### config.mk
export PLATFORM = sky130hd
export DESIGN_NAME = instr_fetch
export DESIGN_NICKNAME = d
export VERILOG_FILES = /design/src/rtl/instr_fetch.sv
export SDC_FILE = /design/constraint.sdc
export NUM_CORES = 1
export LEC_CHECK = 0
export BUFFER_PORTS_ARGS = -buffer_cell sky130_fd_sc_hd__buf_4
export CAP_MARGIN = 15
export CORE_UTILIZATION = 56
export CTS_BUF_LIST = sky130_fd_sc_hd__clkbuf_4 sky130_fd_sc_hd__clkbuf_8
export CTS_CLUSTER_DIAMETER = 100
export DETAILED_ROUTE_END_ITERATION = 12
export PLACE_DENSITY = 0.88
export SLEW_MARGIN = 20
export SYNTH_ARGS = -nofsm -noshare
export SYNTH_HDL_FRONTEND = slang
export SYNTH_SLANG_ARGS = --single-unit
### constraint.sdc
create_clock -name i_clk -period 5.1 [get_ports i_clk]
set_input_delay 0.51 -clock i_clk [delete_from_list [all_inputs] [get_ports i_clk]]
set_output_delay 0.51 -clock i_clk [all_outputs]
set_load 0.005 [all_outputs]
### src/rtl/instr_fetch.sv
// Fetch stage: holds the PC, fetches over a req/ready + rvalid handshake, presents the
// instruction to the control unit and computes the next PC once it is acknowledged.
module instr_fetch #(
  parameter logic [31:0] RESET_ADDR = 32'h0000_0000
) (
  input  logic        i_clk,
  input  logic        i_rst,
  output logic        o_imem_req,
  output logic [31:0] o_imem_addr,
  input  logic        i_imem_ready,
  input  logic        i_imem_rvalid,
  input  logic [31:0] i_imem_rdata,
  output logic        o_inst_valid,
  output logic [31:0] o_inst,
  output logic [6:0]  o_opcode,
  output logic [2:0]  o_funct3,
  output logic [6:0]  o_funct7,
  output logic [31:0] o_pc,
  input  logic        i_inst_ack,
  input  logic        i_halt,
  input  logic        i_trap,
  input  logic        i_jump_sel,
  input  logic        i_jump_type_sel,
  input  logic        i_branch_taken,
  input  logic [31:0] i_imm,
  input  logic [31:0] i_target,
  output logic        o_halted,
  output logic        o_trapped,
  output logic [31:0] o_retire_cnt
);

  typedef enum logic [2:0] {StIdle, StReq, StWait, StHold, StHalt, StTrap} state_e;

  state_e      state_q, state_d;
  logic [31:0] pc_q, pc_d;
  logic [31:0] inst_q, inst_d;
  logic [31:0] inst_pc_q, inst_pc_d;
  logic [31:0] retire_q, retire_d;
  logic [31:0] next_pc;

  always_ff @(posedge i_clk or negedge i_rst) begin
    if (!i_rst) begin
      state_q   <= StIdle;
      pc_q      <= RESET_ADDR;
      inst_q    <= 32'h0;
      inst_pc_q <= 32'h0;
      retire_q  <= 32'h0;
    end else begin
      state_q   <= state_d;
      pc_q      <= pc_d;
      inst_q    <= inst_d;
      inst_pc_q <= inst_pc_d;
      retire_q  <= retire_d;
    end
  end

  always_comb begin
    if (i_jump_sel && i_jump_type_sel) begin
      next_pc = i_target & ~32'h1;
    end else if (i_jump_sel || i_branch_taken) begin
      next_pc = pc_q + i_imm;
    end else begin
      next_pc = pc_q + 32'd4;
    end
  end

  always_comb begin
    state_d      = state_q;
    pc_d         = pc_q;
    inst_d       = inst_q;
    inst_pc_d    = inst_pc_q;
    retire_d     = retire_q;
    o_imem_req   = 1'b0;
    o_inst_valid = 1'b0;
    unique case (state_q)
      StIdle: state_d = StReq;
      StReq: begin
        o_imem_req = 1'b1;
        if (i_imem_ready) state_d = StWait;
      end
      StWait: begin
        if (i_imem_rvalid) begin
          inst_d    = i_imem_rdata;
          inst_pc_d = pc_q;
          state_d   = StHold;
        end
      end
      StHold: begin
        o_inst_valid = 1'b1;
        if (i_inst_ack) begin
          retire_d = retire_q + 32'd1;
          if (i_halt) begin
            state_d = StHalt;
          end else if (i_trap || next_pc[1]) begin
            // Misaligned target traps and leaves the PC on the offending instruction
            state_d = StTrap;
          end else begin
            pc_d    = next_pc & ~32'h3;
            state_d = StReq;
          end
        end
      end
      StHalt, StTrap: ;
      default: state_d = StIdle;
    endcase
  end

  assign o_imem_addr  = pc_q & ~32'h3;
  assign o_inst       = inst_q;
  assign o_opcode     = inst_q[6:0];
  assign o_funct3     = inst_q[14:12];
  assign o_funct7     = inst_q[31:25];
  assign o_pc         = inst_pc_q;
  assign o_halted     = (state_q == StHalt);
  assign o_trapped    = (state_q == StTrap);
  assign o_retire_cnt = retire_q;

endmodule

# Word-level counts from Yosys, hierarchy flattened

Index checks and enable logic that the tools add are counted.

Reduce and logical (&&, ||, !) cells: 9
Div/mod/pow operators: 0
Mux-type cells: 10
Magnitude comparators: 0
Multipliers: 0
$add $sub $neg: 3
Shift-type cells: 0
Eq/ne operators: 8
Bitwise operators: 3

Operators with widths:

| cell                  | count |
|---|---|
| $mux 32               | 2 |
| $add 32x1->32 const B | 1 |
| $add 32x3->32 const B | 1 |
| $add 32x32->32        | 1 |
| $mux 3                | 5 |
| $pmux 3 s5            | 1 |
| $reduce_and 4->1      | 2 |
| $eq 3x2->1 const B    | 2 |
| $eq 3x3->1 const B    | 2 |
| $ne 2x2->1 const B    | 3 |
| $reduce_and 2->1      | 2 |
| $eq 3x1->1 const B    | 1 |
| $logic_not 3->1       | 1 |
| $not 1->1             | 3 |
| $logic_or 1x1->1      | 2 |
| $mux 1                | 2 |
| $reduce_or 2->1       | 1 |
| $logic_and 1x1->1     | 1 |

Register bits: 127
Latch bits: 0
RAM bits: 0
Memories: 0
Output and inout port bits: 149
Word-level logic and storage cells: 38
ROM bits: 0

# Logic depth before layout (Yosys ltp)

Gate-level depths: netlist of the first run.

Word-level depth: 8
Mapped depth: 13
Mapped depth without buffers: 11

# Worst setup path before layout of the first run

OpenSTA, ideal clock, no wires.

Kind: input to register
Start point: in i_branch_taken
End point: reg pc_q[24]
Stages: 12
Arrival: 3.394 ns
Path slack: 1.622 ns
Required time: 5.016 ns
Setup time: 0.084 ns
Path buffers: 2
Cells stage by stage: nor2_1 > clkbuf_1 > clkbuf_1 > or2_2 > ha_1 > fa_1 > a21o_1 > a221o_1 > o2bb2ai_2 > a221o_1 > or3_1 > a41oi_2

Cells in the longest elaborated chain, start to end: 6

Ends and longest elaborated chain:

| element                           | line | text |
|---|---|---|
| start, declared                   | 24   | `input logic i_branch_taken,` |
| $logic_or 1x1->1 *                | 60   | `end else if (i_jump_sel \|\| i_branch_taken) begin` |
| $mux 32 *                         | 60   |  |
| $mux 32 *                         | 58   | `if (i_jump_sel && i_jump_type_sel) begin` |
| $logic_or 1x1->1                  | 94   | `end else if (i_trap \|\| next_pc[1]) begin` |
| $not 1->1 (no source line)        | --   |  |
| $reduce_and 4->1 (no source line) | --   |  |
| end signal, assigned              | 50   | `pc_q <= pc_d;` |
| end, declared                     | 35   | `logic [31:0] pc_q, pc_d;` |

Every way passes the cells marked *; elsewhere a longest branch is shown, timed or not.
A chain may end at the register's enable or synchronous reset.

# Worst setup path after layout of the first run

Start point: in i_jump_sel
End point: reg pc_q[22]

Cells in the longest elaborated chain, start to end: 6
Elaborated cells on any way between the ends: 7

Ends and longest elaborated chain:

| element                           | line | text |
|---|---|---|
| start, declared                   | 22   | `input logic i_jump_sel,` |
| $logic_or 1x1->1                  | 60   |  |
| $mux 32                           | 60   |  |
| $mux 32 *                         | 58   |  |
| $logic_or 1x1->1                  | 94   |  |
| $not 1->1 (no source line)        | --   |  |
| $reduce_and 4->1 (no source line) | --   |  |

Marked as above.

==> run_results.csv, run 1 <==
group,metric,value,unit
pwr,switching_power,1757,uW
synth,synth_top_cells_by_area,"dfrtp_1 (44%), mux2_2 (9.6%), ha_1 (5.2%), xnor2_1 (4.2%), a21oi_1 (3.4%)",
detailed_routing,wl_per_cell,18.40,um
final_layout,diodes,0,
synth,synth_top_area_share,43.70,%
floorplan,dieArea,13450,um2
final_layout,drive_above_1_share,37.81,%
clocking,worstSkewPairLatency,450,ps
sta,slew_violations,0,
global_route,grt_pass1_wl,32860,um
floorplan,io_pins,255,
setup_path,critPathKind,"in2reg",
final_layout,fillers,902,
pwr,pwr-share-comb,44.7,%
setup_path,crit_slowest_cell,"fa_1",
synth,yosysTopAreaCell,"dfrtp_1",
pwr,peakVddDrop,261.6,uV
clocking,cts_tree,"yes",
global_route,grt_overflow,0,
setup_path,worstSetupStartpointType,"primary input",
sta,fin_crit_sh,62.50,%
synth,syn_area,7272,um2
setup_path,cp_max_fo,8,
clocking,cts_made_buffers,17,
sta,final.setup_skew,9.205,ps
synth,ys_seq_elements,127,
synth,ys_types,61,
pwr,swShare,35.76,%
place,place_area,9156,um2
final_layout,syn2layout_area_growth,32.43,%
clocking,root_buffer,"clkbuf_8",
status,status,"complete, no violations",
sta,rsz0062_at_grt,"false",
place,hpwl,15490,um
setup_path,required,5410,ps
sta,max_freq,313.7,MHz
synth,ys_seq_area_share,43.70,%
clocking,clkSinkCount,127,
detailed_routing,wirelength,20980,um
global_route,grt_util_all_layers,32.29,%
floorplan,die_w,116.0,um
clocking,post_cts_buffers,0,
clocking,post_cts_resized,0,
sta,hold_violations,0,
detailed_routing,postRouteAntennaNets,0,
clocking,cts_htree_levels,4,
synth,synth_most_common_cell,"dfrtp_1",
detailed_routing,viasPerCell,5.698,
synth,yosys-top-cells-count,"dfrtp_1 (127), nand2_1 (65), mux2_2 (62)",
setup_path,slowest_delay,410,ps
pwr,p_seq_share,34.3,%
floorplan,num_rows,41,
floorplan,coreArea,12620,um2
synth,synthCells,730,
clocking,path_clk_slew,80,ps
setup_path,crit_path_end_kind,"register",
worst_hold_path,worstHoldPathType,"in2async",
setup_path,cp_cell_sequence,"buf_4 -> nor2_2 -> or2_2 -> ha_1 -> fa_1 -> a21o_1 -> a221o_1 -> a221o_1 -> o21ai_1 -> o21ai_0 -> xnor2_1 -> o21ai_0",
sta,max-slew-margin-rel,37.46,%
pwr,leakagePower,0.004761,uW
pwr,clkPwrFrac,21.1,%
place,port_buffers,248,
place,finalWeightedCongestion,0.9614,
setup_path,critPathTopFamily,"compound AO/OA/AOI/OAI gates",
pwr,power.internal,3156,uW
clocking,ctsHoldBuffers,0,
setup_path,cp.buffers_inverters,1,
synth,synth_compound_area_share,13.28,%
synth,async_flop_share,100.0,%
detailed_routing,first_iter_violations,521,
detailed_routing,firstDrtPassIters,5,
synth,synthAdderAreaFrac,5.437,%
final_layout,fin_nets,1092,
detailed_routing,drcViolationCount,0,
pwr,p_per_area,510.2,nW/um2
sta,worst_pin_slew,938.1,ps
global_route,grt_max_degree,78,
synth,yosys.area_share.simple,16.31,%
sta,finalSetupTns,0,ps
synth,synth_top_family_by_area,"simple AND/OR/NAND/NOR gates",
synth,avgSynthCellArea,9.962,um2
synth,ys.flop_type,"dfrtp_1",
sta,fin_crit,3187,ps
final_layout,fin_area,9630,um2
synth,synth_edf_count,0,
synth,synthMuxAreaShare,10.56,%
global_route,grt_pass1_vias,6411,
sta,setup_viol,0,
detailed_routing,vias,6496,
clocking,clk_path_buf_depth,2,
floorplan,initial_core_util,57.62,%
setup_path,cp.arrival,3500,ps
place,dp_worst_setup_slack,1528,ps
synth,synthXorXnorAreaFrac,6.383,%
sta,fin_ws,1913,ps
global_route,antenna_found_initial,0,
synth,yosysWarnings,0,
flow_run,drv_cap,0,
floorplan,die_h,116.0,um
-- power groups by stage --
stage          logic [uW]  registers [uW]  clock network (uW)
3_3_place_gp         2120            1670                   0
3_5_place_dp         2180            1700                   0
5_1_grt              2400            1740                1100
6_report             2190            1680                1040
2_1_floorplan        1260            1630                   0
4_1_cts              2190            1680                1050
-- cells in the final DEF (no fill, tap or decap), types with 9 or more instances in the layout --
cell	instances
a21o_1	9
a21oi_1	49
a31oi_1	10
and3_1	18
buf_4	255
clkbuf_8	18
dfrtp_1	127
ha_1	30
mux2_2	62
nand2_1	65
nand3_1	24
nand4_1	10
nor2_1	45
nor2b_1	31
nor3_1	12
o21ai_0	33
xnor2_1	35
xor2_1	18
-- cells by family (layout without fill, tap and decap cells) --
family	count (synthesis)	in the layout
adders and majority gates	31	31
buffers and inverters	60	295
AOI/OAI and AO/OA	152	152
and+or+nand+nor	237	237
muxes	69	69
other	1	4
DFF	127	127
xor gates and xnor gates	53	53
-- through the flow --
step | std cells | util, % | hold slack [ps] | power [uW]
final | 1140 | 76.31 | 179.1 | 4913
after detailed placement | 1108 | 72.56 | 471.7 | 3876
after floorplan | 733 | - | 214.4 | 2892
after CTS | 1140 | 76.31 | 196.3 | 4919
after global routing | 1140 | 76.31 | 228.3 | 5240
after global placement | 1108 | 72.56 | 457.6 | 3794
-- worst register-to-register path: stages (launching register included) --
cell     delay [ps]
dfrtp_1         450
ha_1            260
fa_1            410
a21o_1          230
a221o_1         410
a221o_1         360
o21ai_1         400
o21ai_0         180
xnor2_1         180
o21ai_0         100
-- sequential cells by signal (all words and copies together) (netlist names) --
| register | flops |
|---|---|
| pc_q | 30 |
| o_pc | 30 |
| state_q | 3 |
| o_inst | 32 |
| o_retire_cnt | 32 |
-- area by class of cell --
type	count	area [um2]	share of cell area, %
clock inverters	14	226.5	2.352
well taps	172	215.2	2.235
flip-flops and latches	127	3178	33.00
multi-input cells	546	3819	39.65
inverters	8	30.03	0.3118
clock buffers	18	247.7	2.572
repair buffers	255	1914	19.88
-- final timing paths --
check	depth (start not counted)	to	from	slack (ps)
worst max-delay path	12	pc_q[22]	i_jump_sel	1910
worst min-delay path	2	o_inst[4]	i_rst	180
worst max register to register	9	pc_q[22]	pc_q[2]	1990
worst min register to register	1	o_retire_cnt[31]	o_retire_cnt[31]	490
max in group asynchronous	2	o_pc[27]	i_rst	4200
min in group i_clk	2	o_inst[4]	i_imem_rdata[4]	290
-- metal layers --
layer	vias to the layer above	GRT usage, %	wire length, um
met2	270	53.69	10400
met3	57	8.316	1596
li1	3032	-	-
met1	3137	39.13	8177
met5	-	0	0
met4	0	15.73	807
Power figures use the tool's default switching activity.
==> run 2: changes to the inputs <==
--- a/config.mk
+++ b/config.mk
@@ -7,11 +7,11 @@
 export LEC_CHECK = 0
 export BUFFER_PORTS_ARGS = -buffer_cell sky130_fd_sc_hd__buf_4
 export CAP_MARGIN = 15
-export CORE_UTILIZATION = 56
+export CORE_UTILIZATION = 52
 export CTS_BUF_LIST = sky130_fd_sc_hd__clkbuf_4 sky130_fd_sc_hd__clkbuf_8
 export CTS_CLUSTER_DIAMETER = 100
 export DETAILED_ROUTE_END_ITERATION = 12
-export PLACE_DENSITY = 0.88
+export PLACE_DENSITY = 0.83
 export SLEW_MARGIN = 20
 export SYNTH_ARGS = -nofsm -noshare
 export SYNTH_HDL_FRONTEND = slang
==> constraint.sdc (replaced) <==
create_clock -name i_clk -period 3.2 [get_ports i_clk]
set_input_delay 0.32 -clock i_clk [delete_from_list [all_inputs] [get_ports i_clk]]
set_output_delay 0.32 -clock i_clk [all_outputs]
set_load 0.005 [all_outputs]
==> run_results.csv, run 2 (synthesis results as in run 1) <==
group,metric,value,unit
status,status,"complete, no violations",
sta,max-slew-margin-rel,43.70,%
global_route,grt_pass1_vias,6432,
floorplan,num_rows,42,
place,dp_worst_setup_slack,-27.14,ps
final_layout,drive_above_1_share,39.80,%
sta,fin_crit_sh,87.96,%
final_layout,fin_nets,1124,
floorplan,io_pins,255,
floorplan,initial_core_util,54.06,%
clocking,cts_htree_levels,4,
global_route,grt_util_all_layers,29.12,%
clocking,worstSkewPairLatency,450,ps
final_layout,layout_commonest_cell,"buf_4",
clocking,cts_made_buffers,17,
global_route,antenna_found_initial,0,
pwr,clkPwrFrac,21.0,%
clocking,clkSinkCount,127,
pwr,p_per_area,806.0,nW/um2
pwr,switching_power,2821,uW
floorplan,dieArea,14460,um2
sta,rsz0062_at_grt,"false",
pwr,p_seq_share,33.6,%
sta,hold_violations,0,
clocking,path_clk_slew,80,ps
setup_path,reg2reg_slack,430,ps
sta,slew_violations,0,
detailed_routing,vias,6542,
setup_path,r2r-end,"pc_q[26]",
worst_hold_path,holdPathStages,2,
pwr,leakagePower,0.004931,uW
global_route,grt_pass1_wl,32440,um
detailed_routing,wl_per_cell,17.31,um
sta,worst_pin_slew,844.5,ps
final_layout,fin_cells,1176,
setup_path,worstSetupStartpointType,"primary input",
final_layout,post-route-util,73.60,%
pwr,power.internal,5159,uW
sta,fin_ws,385.1,ps
final_layout,fillers,1007,
detailed_routing,firstDrtPassIters,7,
global_route,grt_overflow,0,
clocking,root_buffer,"clkbuf_8",
place,hpwl,15430,um
clocking,cts_tree,"yes",
pwr,pwr-share-comb,45.4,%
place,dp.cells,1143,
floorplan,coreArea,13450,um2
sta,fin_crit,2815,ps
sta,setup_viol,0,
worst_hold_path,whs_endpoint,"o_inst[3]",
sta,max_freq,355.3,MHz
place,port_buffers,248,
worst_hold_path,worstHoldPathType,"in2reg",
setup_path,reg2reg_from,"pc_q[2]",
detailed_routing,wirelength,20360,um
setup_path,rr_worst_depth,10,
setup_path,cp.arrival,3140,ps
final_layout,syn2layout_area_growth,36.15,%
pwr,peakVddDrop,437.4,uV
place,finalWeightedCongestion,0.9518,
sta,final.setup_skew,10.69,ps
setup_path,required,3530,ps
pwr,swShare,35.35,%
worst_hold_path,holdCritStartpoint,"i_imem_rdata[3]",
setup_path,cp_max_fo,9,
flow_run,drv_cap,0,
detailed_routing,viasPerCell,5.563,
final_layout,layout_common_cells,"buf_4 (285), dfrtp_1 (127), nand2_1 (65), mux2_2 (62), a21oi_1 (49)",
detailed_routing,drcViolationCount,0,
setup_path,crit_path_end_kind,"register",
floorplan,die_w,120.3,um
sta,finalSetupTns,0,ps
detailed_routing,postRouteAntennaNets,0,
setup_path,critPathKind,"in2reg",
clocking,clk_path_buf_depth,2,
setup_path,startpoint,"i_branch_taken",
floorplan,die_h,120.3,um
global_route,grt_max_degree,97,
final_layout,diodes,0,
detailed_routing,first_iter_violations,381,
-- run 2: changes by cell type in the layout (fill, tap and decap cells not counted), sizes merged --
cell / delta
clkinv: -1
clkbuf: -1
inv: +4
clkinvlp: -2
buf: +31
dlygate4sd3: +1
-- run 2: worst max path at each step --
stage,endpoint,slack [ps],cells past startpoint
after floorplan,pc_q[24],30,12
after global placement,pc_q[23],60,13
after detailed placement,pc_q[23],-30,13
after CTS,pc_q[24],440,8
after global routing,pc_q[23],160,13
final,pc_q[23],390,13
-- run 2: repair_timing --
item	CTS	global route
hold buffers	1	0
endpoints found under the hold margin	31	0
resized for setup	0	0
setup buffers	0	0
-- run 2: final cells by class --
| cell class | instances | area (um2) | share of cell area, % |
|---|---|---|---|
| Timing Repair Buffer | 287 | 2170 | 21.91 |
| Sequential cell | 127 | 3178 | 32.10 |
| Tap cell | 176 | 220.2 | 2.224 |
| Clock buffer | 17 | 234.0 | 2.363 |
| Inverter | 8 | 30.03 | 0.3033 |
| Multi-Input combinational cell | 546 | 3821 | 38.59 |
| Clock inverter | 15 | 247.7 | 2.502 |
-- run 2: power groups by stage --
stage	clock [uW]	sequential, uW	combinational, uW
after CTS	1700	2680	3620
after global routing	1760	2770	3960
after floorplan	0	2600	2010
final	1680	2680	3620
after global placement	0	2680	3540
after detailed placement	0	2710	3590
-- run 2: routing by layer --
layer  wire length [um]  up-vias  track usage [%]
li1                   -     3099                -
met1               8339     3119            36.06
met2              10090      278            49.25
met3               1334       46            5.849
met4                599        0            12.89
met5                  0        -                0
-- run 2: stage by stage --
stage / instance area [um2] / hold WS [ps] / power (uW)
2_1_floorplan: 7300 / 24.41 / 4612
3_3_place_gp: 9409 / 285.5 / 6216
3_5_place_dp: 9409 / 284.8 / 6302
4_1_cts: 9901 / 73.98 / 8002
5_1_grt: 9901 / 78.99 / 8491
6_report: 9901 / 104.4 / 7980
-- run 2: critical path: stages --
cell	delay [ps]
buf_4	120
nor2_2	440
buf_4	220
nor2b_1	40
ha_1	340
a21oi_1	230
o22ai_1	180
a221oi_1	350
a31oi_1	220
a21oi_1	250
buf_4	150
mux2i_1	180
nand3_1	80
==> run 3: changes to the inputs <==
--- a/config.mk
+++ b/config.mk
@@ -7,11 +7,10 @@
 export LEC_CHECK = 0
 export BUFFER_PORTS_ARGS = -buffer_cell sky130_fd_sc_hd__buf_4
 export CAP_MARGIN = 15
-export CORE_UTILIZATION = 52
-export CTS_BUF_LIST = sky130_fd_sc_hd__clkbuf_4 sky130_fd_sc_hd__clkbuf_8
+export CORE_UTILIZATION = 51
 export CTS_CLUSTER_DIAMETER = 100
 export DETAILED_ROUTE_END_ITERATION = 12
-export PLACE_DENSITY = 0.83
+export PLACE_DENSITY = 0.81
 export SLEW_MARGIN = 20
 export SYNTH_ARGS = -nofsm -noshare
 export SYNTH_HDL_FRONTEND = slang
==> run_results.csv, run 3 (synthesis results as in run 1) <==
group,metric,value,unit
status,status,"complete, no violations",
clocking,cts_made_buffers,17,
clocking,root_buffer,"clkbuf_16",
sta,fin_crit_sh,88.61,%
floorplan,dieArea,14740,um2
pwr,peakVddDrop,370.4,uV
final_layout,layout_commonest_cell,"buf_4",
floorplan,io_pins,255,
floorplan,coreArea,13880,um2
place,port_buffers,248,
floorplan,initial_core_util,52.39,%
place,hpwl,15400,um
worst_hold_path,holdCritStartpoint,"i_imem_rdata[14]",
worst_hold_path,worstHoldPathType,"in2reg",
final_layout,layout_common_cells,"buf_4 (268), dfrtp_1 (127), nand2_1 (65), mux2_2 (62), a21oi_1 (49)",
global_route,grt_max_degree,111,
place,finalWeightedCongestion,0.9207,
detailed_routing,firstDrtPassIters,5,
setup_path,cp.arrival,3170,ps
global_route,grt_pass1_wl,32320,um
sta,rsz0062_at_grt,"false",
sta,max-slew-margin-rel,52.41,%
floorplan,die_h,121.4,um
sta,finalSetupTns,0,ps
global_route,grt_util_all_layers,28.71,%
setup_path,required,3540,ps
setup_path,slowest_delay,420,ps
clocking,cts_htree_levels,4,
setup_path,rr_worst_depth,8,
final_layout,drive_above_1_share,38.82,%
sta,fin_ws,364.4,ps
detailed_routing,wl_per_cell,17.92,um
global_route,grt_pass1_vias,6324,
setup_path,crit_top_cell,"a221o_1",
clocking,clk_path_buf_depth,2,
detailed_routing,viasPerCell,5.638,
detailed_routing,postRouteAntennaNets,0,
sta,final.setup_skew,8.697,ps
clocking,path_clk_slew,60,ps
pwr,leakagePower,0.004878,uW
final_layout,post-route-util,71.14,%
clocking,clkSinkCount,127,
sta,worst_pin_slew,713.8,ps
place,dp_worst_setup_slack,48.05,ps
final_layout,diodes,0,
final_layout,fin_nets,1108,
pwr,power,8064,uW
setup_path,worstSetupStartpointType,"register",
final_layout,ff_latch_area,3178,um2
sta,setup_viol,0,
setup_path,startpoint,"pc_q[2]",
setup_path,critPathKind,"reg2reg",
floorplan,num_rows,43,
setup_path,crit_slowest_cell,"dfrtp_1",
setup_path,r2r-end,"pc_q[24]",
final_layout,multi_input_area,3821,um2
sta,max_freq,352.7,MHz
clocking,post_cts_buffers,0,
pwr,p_per_area,816.6,nW/um2
clocking,worstSkewPairLatency,420,ps
final_layout,syn2layout_area_growth,35.79,%
clocking,cts_tree,"yes",
detailed_routing,drcViolationCount,0,
worst_hold_path,holdPathStages,2,
setup_path,cp.buffers_inverters,0,
setup_path,crit_path_end_kind,"register",
flow_run,drv_cap,0,
setup_path,reg2reg_slack,360,ps
setup_path,cp_cell_sequence,"ha_1 -> fa_2 -> a21o_1 -> a221o_1 -> o2bb2ai_2 -> a221o_1 -> or3_1 -> a41oi_2",
setup_path,cp_max_fo,4,
global_route,antenna_found_initial,0,
worst_hold_path,whs_endpoint,"o_inst[14]",
detailed_routing,first_iter_violations,318,
detailed_routing,vias,6563,
sta,fin_crit,2836,ps
final_layout,fillers,1077,
sta,slew_violations,0,
detailed_routing,wirelength,20860,um
setup_path,reg2reg_from,"pc_q[2]",
floorplan,die_w,121.4,um
setup_path,critPathTopFamily,"compound AO/OA/AOI/OAI gates",
sta,hold_violations,0,
global_route,grt_overflow,0,
-- run 3: changes by cell type in the layout (fill, tap and decap cells not counted), sizes merged --
cell | before | now
buf | 286 | 270
clkinv | 2 | 4
bufinv | 5 | 1
inv | 16 | 13
clkinvlp | 0 | 5
-- run 3: through the flow --
| stage | cells | hold slack, ps | instance area (um2) |
|---|---|---|---|
| floorplan | 733 | 24.41 | 7300 |
| global placement | 1130 | 460.5 | 9278 |
| detailed placement | 1130 | 467.2 | 9278 |
| CTS | 1162 | 86.81 | 9837 |
| global route | 1164 | 122.8 | 9874 |
| finish | 1164 | 136.9 | 9874 |
-- run 3: layout make-up --
cell class,count,area share (%)
multi-input cells,546,38.70
clock buffers,17,4.308
inverters,8,0.3041
repair buffers,271,20.87
flip-flops and latches,127,32.18
clock inverters,15,1.356
well taps,180,2.281
-- run 3: power by group --
part | total [uW] | internal (uW) | switching [uW]
sequential | 2680 | 2170 | 514
combinational | 3540 | 1960 | 1590
clock | 1840 | 1070 | 762
total | 8060 | 5200 | 2870
-- run 3: what timing repair did --
action,4_1_cts,5_1_grt
resized for setup,0,0
hold buffers,0,1
endpoints found under the hold margin,0,35
-- run 3: how the worst max path moves through the flow --
stage,cells past startpoint,end,slack (ps)
after floorplan,12,pc_q[24],30
after global placement,11,pc_q[24],80
after detailed placement,11,pc_q[24],50
after CTS,8,pc_q[24],350
after global routing,8,pc_q[24],250
final,8,pc_q[24],360
-- run 3: metal layers --
metal	vias up	share of wire, %	track usage (%)
met1	3184	41	34.94
met2	266	50	48.44
li1	3072	-	-
met5	-	0	0
met4	0	2.7	13.04
met3	41	6.3	6.250
